[config.mk]
export PLATFORM = sky130hd
export DESIGN_NAME = pulse_sign
export DESIGN_NICKNAME = d
export VERILOG_FILES = /design/src/rtl/pulse_sign_pkg.sv /design/src/rtl/pulse_timer.sv /design/src/rtl/pulse_sign.sv
export SDC_FILE = /design/constraint.sdc
export NUM_CORES = 1
export LEC_CHECK = 0
export CAP_MARGIN = 10
export CORE_ASPECT_RATIO = 1.25
export CORE_UTILIZATION = 57
export DETAILED_ROUTE_END_ITERATION = 8
export PLACE_DENSITY_LB_ADDON = 0.1
export SETUP_SLACK_MARGIN = 0.15
export SLEW_MARGIN = 10
export SYNTH_ARGS = -nofsm -noshare
export SYNTH_HDL_FRONTEND = slang
export SYNTH_SLANG_ARGS = --single-unit
[constraint.sdc]
create_clock -name clk -period 5 [get_ports clk]
set_input_delay 1 -clock clk [delete_from_list [all_inputs] [get_ports clk]]
set_output_delay 1 -clock clk [all_outputs]
set_load 0.01 [all_outputs]
[src/rtl/pulse_sign_pkg.sv]
// rtl/pulse_sign_pkg.sv - shared types and constants for the step-pulse generator
package pulse_sign_pkg;

    localparam int NMOT_DEF   = 6;
    localparam int PNUM_W_DEF = 10;

    localparam logic DIR_FWD = 1'b0;
    localparam logic DIR_REV = 1'b1;

    typedef enum logic [2:0] {
        ST_IDLE,
        ST_SETUP,
        ST_HIGH,
        ST_LOW,
        ST_DONE
    } state_t;

endpackage

[src/rtl/pulse_timer.sv]
// rtl/pulse_timer.sv - loadable down-counter with a one-cycle expiry flag
module pulse_timer #(
    parameter int W = 4
) (
    input  logic         clk,
    input  logic         rst,
    input  logic         load_i,
    input  logic [W-1:0] load_val_i,
    output logic         expire_o
);

    logic [W-1:0] cnt_q;

    // Load wins over counting; the count parks at zero once it runs out.
    always_ff @(posedge clk or posedge rst) begin
        if (rst) begin
            cnt_q <= '0;
        end else if (load_i) begin
            cnt_q <= load_val_i;
        end else if (cnt_q != '0) begin
            cnt_q <= cnt_q - 1'b1;
        end
    end

    // Flags the last cycle of a loaded interval, so a load of N spans N cycles.
    assign expire_o = (cnt_q == W'(1));

endmodule

[src/rtl/pulse_sign.sv]
// rtl/pulse_sign.sv - fixed-rate STEP/DIR generator for one of NMOT motors
module pulse_sign
    import pulse_sign_pkg::*;
#(
    parameter int NMOT      = NMOT_DEF,
    parameter int PNUM_W    = PNUM_W_DEF,
    parameter int HALF_CYC  = 500,
    parameter int DIR_SETUP = 10
) (
    input  logic              clk,
    input  logic              rst,
    input  logic [PNUM_W-1:0] PulseNum,
    input  logic              Enable,
    input  logic [2:0]        Motor,
    input  logic [NMOT-1:0]   DRs,
    output logic [NMOT-1:0]   PUs,
    output logic [NMOT-1:0]   DIRs,
    output logic              Busy,
    output logic              Done
);

    localparam int TMAX = (HALF_CYC > DIR_SETUP) ? HALF_CYC : DIR_SETUP;
    localparam int TW   = $clog2(TMAX + 1);

    localparam logic [TW-1:0]   SETUP_LD = TW'(DIR_SETUP);
    localparam logic [TW-1:0]   HALF_LD  = TW'(HALF_CYC);
    localparam logic [3:0]      NMOT_L   = 4'(NMOT);
    localparam logic [NMOT-1:0] ONE_HOT0 = NMOT'(1);

    state_t            state_q;
    logic              en_q;
    logic [PNUM_W-1:0] cnt_q;
    logic [2:0]        m_q;
    logic [NMOT-1:0]   pus_q;
    logic [NMOT-1:0]   dirs_q;
    logic              busy_q;
    logic              done_q;

    logic              start_ok;
    logic              last_pulse;
    logic              tmr_load;
    logic [TW-1:0]     tmr_val;
    logic              tmr_exp;

    // A rising Enable in IDLE with a usable count and a real motor starts a move.
    assign start_ok = (state_q == ST_IDLE) && Enable && !en_q &&
                      (PulseNum != '0) && ({1'b0, Motor} < NMOT_L);

    // The zero test happens on the value before the end-of-LOW decrement.
    assign last_pulse = (cnt_q == PNUM_W'(1));

    // Reload the phase timer whenever a phase begins.
    always_comb begin
        tmr_load = 1'b0;
        tmr_val  = HALF_LD;
        case (state_q)
            ST_IDLE: begin
                if (start_ok) begin
                    tmr_load = 1'b1;
                    tmr_val  = SETUP_LD;
                end
            end
            ST_SETUP, ST_HIGH: tmr_load = tmr_exp;
            ST_LOW:            tmr_load = tmr_exp && !last_pulse;
            default:           tmr_load = 1'b0;
        endcase
    end

    pulse_timer #(
        .W (TW)
    ) u_timer (
        .clk        (clk),
        .rst        (rst),
        .load_i     (tmr_load),
        .load_val_i (tmr_val),
        .expire_o   (tmr_exp)
    );

    // Move sequencer with registered STEP, DIR, Busy and Done outputs.
    always_ff @(posedge clk or posedge rst) begin
        if (rst) begin
            state_q <= ST_IDLE;
            en_q    <= 1'b0;
            cnt_q   <= '0;
            m_q     <= '0;
            pus_q   <= '0;
            dirs_q  <= {NMOT{DIR_FWD}};
            busy_q  <= 1'b0;
            done_q  <= 1'b0;
        end else begin
            en_q <= Enable;
            case (state_q)
                ST_IDLE: begin
                    if (start_ok) begin
                        cnt_q         <= PulseNum;
                        m_q           <= Motor;
                        dirs_q[Motor] <= DRs[Motor];
                        busy_q        <= 1'b1;
                        state_q       <= ST_SETUP;
                    end
                end
                ST_SETUP: begin
                    if (tmr_exp) begin
                        pus_q   <= ONE_HOT0 << m_q;
                        state_q <= ST_HIGH;
                    end
                end
                ST_HIGH: begin
                    if (tmr_exp) begin
                        pus_q   <= '0;
                        state_q <= ST_LOW;
                    end
                end
                ST_LOW: begin
                    if (tmr_exp) begin
                        cnt_q <= cnt_q - 1'b1;
                        if (last_pulse) begin
                            busy_q  <= 1'b0;
                            done_q  <= 1'b1;
                            state_q <= ST_DONE;
                        end else begin
                            pus_q   <= ONE_HOT0 << m_q;
                            state_q <= ST_HIGH;
                        end
                    end
                end
                ST_DONE: begin
                    done_q  <= 1'b0;
                    state_q <= ST_IDLE;
                end
                default: state_q <= ST_IDLE;
            endcase
        end
    end

    assign PUs  = pus_q;
    assign DIRs = dirs_q;
    assign Busy = busy_q;
    assign Done = done_q;

endmodule

# == Yosys cells after proc, flatten, opt, wreduce, memory -nomap -nowiden ==
# Index checks and enable logic that the tools add are counted.
# word_totals
input_bits,22
regBits,40
word_cells,81
# classes
n_addsub,2
n_lt_le_gt_ge,3
muxes,32
n_eq_ne,12
n_shift,1
n_reduce_logical,22
# op_table
operator,n
$mux W9,4
$mux W6,4
$mux W10,2
$pmux W10 S2,1
$pmux W6 S3,1
$mux W3,5
$ne A2 B2 Y1 const B,6
$pmux W3 S4,1
$eq A10 B1 Y1 const B,1
$reduce_bool A10 Y1,1
$sub A10 B1 Y10 const B,1
$eq A9 B1 Y1 const B,1
$reduce_bool A9 Y1,1
$sub A9 B1 Y9 const B,1
$mux W1,8
$reduce_and A4 Y1,2
$bwmux W6,1
$eq A3 B2 Y1 const B,2
$logic_and A1 B1 Y1,6
$reduce_and A3 Y1,2
$reduce_bool A2 Y1,3
$shl A1 B3 Y6 const A,1
$reduce_and A5 Y1,1
$lt A3 B4 Y1 const B,1
13 further kinds,15

# == Depth between registers and ports, before layout ==
# depth
word_depth,8
mapped_depth,8
depth_no_buf,7

# == By module ==
# From an unflattened synthesis, not the netlist that was laid out.
# unflattened
hier_cells,249
hier_area_um2,2342.2
# by_module_without_submodules
mod,n_inst,seq_area_each_um2,area_each_um2,cells_each
pulse_sign,1,775.7,1742.9,180
pulse_timer,1,225.2,599.3,69

# == Worst setup path before layout ==
# No wires, ideal clock.
# synth_timing
kind,in2reg
start,in PulseNum[4]
end,reg u_timer.cnt_q[1]
required_time_ps,4856
path_buffers,2
setup_ps,144
stages,6
setup_slack_ps,2692
arrival_time_ps,2165
cell_sequence,nor4_1 > nand3_1 > nand3b_1 > clkbuf_1 > clkbuf_1 > a21boi_0
# synth_between
elab_chain_len,6
elab_cells_between_ends,9
# synth_rtl
element,line,rtl
from (decl),pulse_sign.sv:12,"input logic [PNUM_W-1:0] PulseNum,"
$reduce_bool A10 Y1 (*),pulse_sign.sv:47,"(PulseNum != '0) && ({1'b0, Motor} < NMOT_L);"
$logic_and A1 B1 Y1 (*),pulse_sign.sv:46,assign start_ok = (state_q == ST_IDLE) && Enable && !en_q &&
$logic_and A1 B1 Y1 (*),pulse_sign.sv:47,
$mux W1 / $mux W9 (equally long branches),pulse_sign.sv:58,if (start_ok) begin
$pmux W1 S3 / $mux W9 (equally long branches),pulse_sign.sv:56,case (state_q)
$mux W9 / $reduce_bool A2 Y1 (equally long branches),-,
to (signal assigned),pulse_timer.sv:19,cnt_q <= load_val_i;
to (signal assigned),pulse_timer.sv:21,cnt_q <= cnt_q - 1'b1;
to (decl),pulse_timer.sv:12,logic [W-1:0] cnt_q;
# Every way passes the cells marked *; elsewhere a longest branch is shown, timed or not.
# A chain may end at the register's enable or synchronous reset.

# == Worst setup path after layout ==
# layout_timing
start,in Motor[2]
end,reg dirs_q[1] (netlist: DIRs[1])
# layout_between
elab_chain_len,5
elab_cells_between_ends,11
# layout_rtl
element,line,rtl
from (decl),pulse_sign.sv:14,"input logic [2:0] Motor,"
$lt A3 B4 Y1 (not written as such) / $ge A3 B1 Y1 (equally long branches),pulse_sign.sv:97,dirs_q[Motor] <= DRs[Motor];
$logic_and A1 B1 Y1 (not written as such),pulse_sign.sv:97,
$mux W1 (not written as such),pulse_sign.sv:97,
$demux W1 S3,pulse_sign.sv:97,
$bwmux W6,pulse_sign.sv:97,
to (signal assigned),pulse_sign.sv:87,dirs_q <= {NMOT{DIR_FWD}};
"to (signal, indexed assignment)",pulse_sign.sv:97,
to (decl),pulse_sign.sv:35,logic [NMOT-1:0] dirs_q;
# Parallel ways exist; a longest one is shown, timed or not. The select of a mux whose other input is x is not followed.

==> results.sh <==
export IMPL_ys_async_sr_fraction_pct=100
export IMPL_r2r_end="DIRs[1]"
export IMPL_synthesis_instances=237
export IMPL_vdd_drop_max_v=0.000237
export IMPL_drtPass1Iterations=6
export IMPL_n_fill_cell=289
export IMPL_place_gp_congestion=0.855
export IMPL_min_path_type="flip-flop to flip-flop"
export IMPL_post_cts_setup_buffers=0
export IMPL_diodes=0
export IMPL_rsz0062_at_grt="no"
export IMPL_fin_skew_ns=0.00850
export IMPL_area_growth_pct=21.2
export IMPL_slew_headroom_pct=49.7
export IMPL_ys_flop_type="dfrtp_1"
export IMPL_grt_pass1_wl_um=8580
export IMPL_timing_final_ws_setup_ns=1.97
export IMPL_slew_viol_final=0
export IMPL_required_ns=5.19
export IMPL_min_to="PUs[2]"
export IMPL_viasPerCell=6.16
export IMPL_synth_area_per_cell_sq_um=9.30
export IMPL_die_area_sq_um=4120
export IMPL_p_leak_nw=1.14
export IMPL_outcome="complete, but fails checks"
export IMPL_dp_hpwl_um=3580
export IMPL_period_minus_slack_ns=3.03
export IMPL_synth_nets=264
export IMPL_ys_warn_count=0
export IMPL_regToRegSetupSlack_ns=2.34
export IMPL_clockBufferDepth=2
export IMPL_synth_cell_types=47
export IMPL_setup_tns_ns=0
export IMPL_grt_pass1_vias=1906
export IMPL_final_nets=298
export IMPL_start_util_pct=61.1
export IMPL_via_count=1917
export IMPL_post_place_ws_ns=1.64
export IMPL_ctsResizeCount=0
export IMPL_timing_final_crit_share_pct=60.7
export IMPL_timing_rr_start="state_q[0]"
export IMPL_cts_sinks=40
export IMPL_grt_overflow_total=0
export IMPL_rows=24
export IMPL_synth_edff_count=0
export IMPL_max_freq_ghz=0.330
export IMPL_ant_nets=0
export IMPL_synth_area_sq_um=2200
export IMPL_ff2ff_path_depth=4
export IMPL_drtIter0Drc=115
export IMPL_ys_ff_latch=40
export IMPL_path_max_fanout=20
export IMPL_core_area_sq_um=3600
export IMPL_finalWirelength_um=5070
export IMPL_htree_levels=2
export IMPL_worst_setup_path_end_kind="flip-flop"
export IMPL_finalSetupViolCount=0
export IMPL_grt_usage_pct=27.2
export IMPL_clk_pin_slew_ns=0.08
export IMPL_cp_arrival_ns=3.23
export IMPL_hold_buffers=0
export IMPL_io_pins=36
export IMPL_grt_max_degree=41
export IMPL_cts_buffers=5
export IMPL_min_from="PUs[2]"
export IMPL_cts_tree="built"
export IMPL_post_drt_wl_per_cell_um=16.3
export IMPL_p_per_area_nw_per_um2=382
export IMPL_die_h_um=71.5
export IMPL_ctsRootBufferMaster="clkbuf_8"
export IMPL_drc=2
export IMPL_clkLatencyLatePin_ns=0.30
export IMPL_placement_io_buffers=35
export IMPL_final_core_util_pct=74.1
export IMPL_startpoint_type="input port"
export IMPL_die_w_um=57.6
export IMPL_hold_viol=0
export IMPL_worstSetupPathType="input port to flip-flop"
export IMPL_drv_cap=0
export IMPL_tightestPinTransition_ns=0.752
export IMPL_holdPathStages=2
export IMPL_violations="DRC"
export IMPL_drive_above_1_share_pct=8.09
export IMPL_ys_seq_area_share_pct=45.4
export IMPL_antenna_found_initial=0
## registers in the layout, summed over array words and instances, names as in the netlist
register and cells:
Done 1, u_timer.cnt_q 9, en_q 1, DIRs 6, state_q 3, Busy 1
m_q 3, cnt_q 10, PUs 6
## Yosys cell counts (2+ instances only)
| master | number | share of area, % |
|---|---|---|
| a21boi_0 | 2 | 0.68 |
| a21oi_1 | 14 | 3.2 |
| a22oi_1 | 2 | 0.68 |
| a31oi_1 | 4 | 1.1 |
| clkbuf_1 | 9 | 1.5 |
| dfrtp_1 | 40 | 45 |
| ha_1 | 5 | 2.8 |
| inv_1 | 9 | 1.5 |
| mux2_2 | 6 | 3.1 |
| nand2_1 | 35 | 6.0 |
| nand3_1 | 14 | 3.2 |
| nand3b_1 | 4 | 1.4 |
| nand4b_1 | 3 | 1.2 |
| nor2_1 | 12 | 2.0 |
| nor2b_1 | 3 | 0.85 |
| nor3_1 | 8 | 1.8 |
| nor3b_1 | 4 | 1.4 |
| nor4_1 | 7 | 2.0 |
| nor4b_1 | 2 | 0.80 |
| o21ai_0 | 16 | 3.6 |
| o22ai_1 | 3 | 0.85 |
| o2bb2ai_1 | 2 | 0.80 |
| or3_1 | 3 | 0.85 |
| xnor2_1 | 4 | 1.6 |
| xor2_1 | 4 | 1.6 |
## cells by family after synthesis
logic type	after synthesis	share of synthesized area (%)
compound gates	54	15.3
xor+xnor	8	3.18
fa+ha+maj	5	2.84
buf+inv	19	3.29
flops	40	45.4
mux	6	3.07
simple gates	105	26.9
## layout make-up
class                           count  area (sq um)  area share (%)
Inverter                            9          33.8            1.26
Clock buffer                        6          82.6            3.09
Sequential cell                    40          1000            37.5
Tap cell                           39          48.8            1.83
Clock inverter                      2          10.0           0.375
Timing Repair Buffer               37           365            13.7
Multi-Input combinational cell    178          1130            42.3
## how the worst max path moves through the flow
stage                           start                to  slack (ns)  cells after the start
final                        Motor[2]           DIRs[1]        1.97                      6
after global routing         Motor[2]           DIRs[1]        1.78                      6
after CTS                    Motor[2]           DIRs[1]        1.95                      6
after detailed placement     Motor[2]           DIRs[1]        1.64                      6
after global placement       Motor[2]           DIRs[1]        1.73                      6
after floorplan           PulseNum[4]  u_timer.cnt_q[1]        2.69                      6
## worst max-delay path: stages
cell             delay [ns]
clkdlybuf4s50_1        0.46
nand2_1                0.13
nand3_1                0.11
nand3b_1               0.62
nor4b_1                0.52
mux2_2                 0.37
## per-layer routing
| layer | part of all wire, % | track usage [%] | vias to the layer above |
|---|---|---|---|
| li1 | - | - | 931 |
| met1 | 42 | 34.0 | 925 |
| met2 | 51 | 45.7 | 53 |
| met3 | 4.8 | 5.78 | 8 |
| met4 | 1.6 | 10.6 | 0 |
| met5 | 0 | 0 | - |
## power by group
part           total (mW)  switching [mW]  leakage, nW  internal [mW]
sequential          0.490          0.0985        0.500          0.392
clock               0.224           0.114       0.0510          0.110
combinational       0.306           0.164        0.586          0.142
total                1.02           0.377         1.14          0.643
## through the flow
step	power, mW	area (sq um)	std cells	hold WS (ns)
after floorplan	0.696	2200	237	0.471
final	1.02	2670	311	0.479
after CTS	1.02	2670	311	0.487
after global placement	0.779	2580	303	0.463
after global routing	1.09	2670	311	0.514
after detailed placement	0.791	2580	303	0.470
## layout by cell type, fill, tap and decap left out, types with 3 or more instances in the layout
master and instances:
dfrtp_1 40, nand2_1 35, clkdlybuf4s50_1 35, o21ai_0 16
nand3_1 14, a21oi_1 14, nor2_1 12, inv_1 9
nor3_1 8, nor4_1 7, mux2_2 6, clkbuf_8 6
ha_1 5, nand3b_1 4, nor3b_1 4, a31oi_1 4
xnor2_1 4, xor2_1 4, nor2b_1 3, or3_1 3
o22ai_1 3, nand4b_1 3
Note: power is estimated with default switching activity, not from simulation.
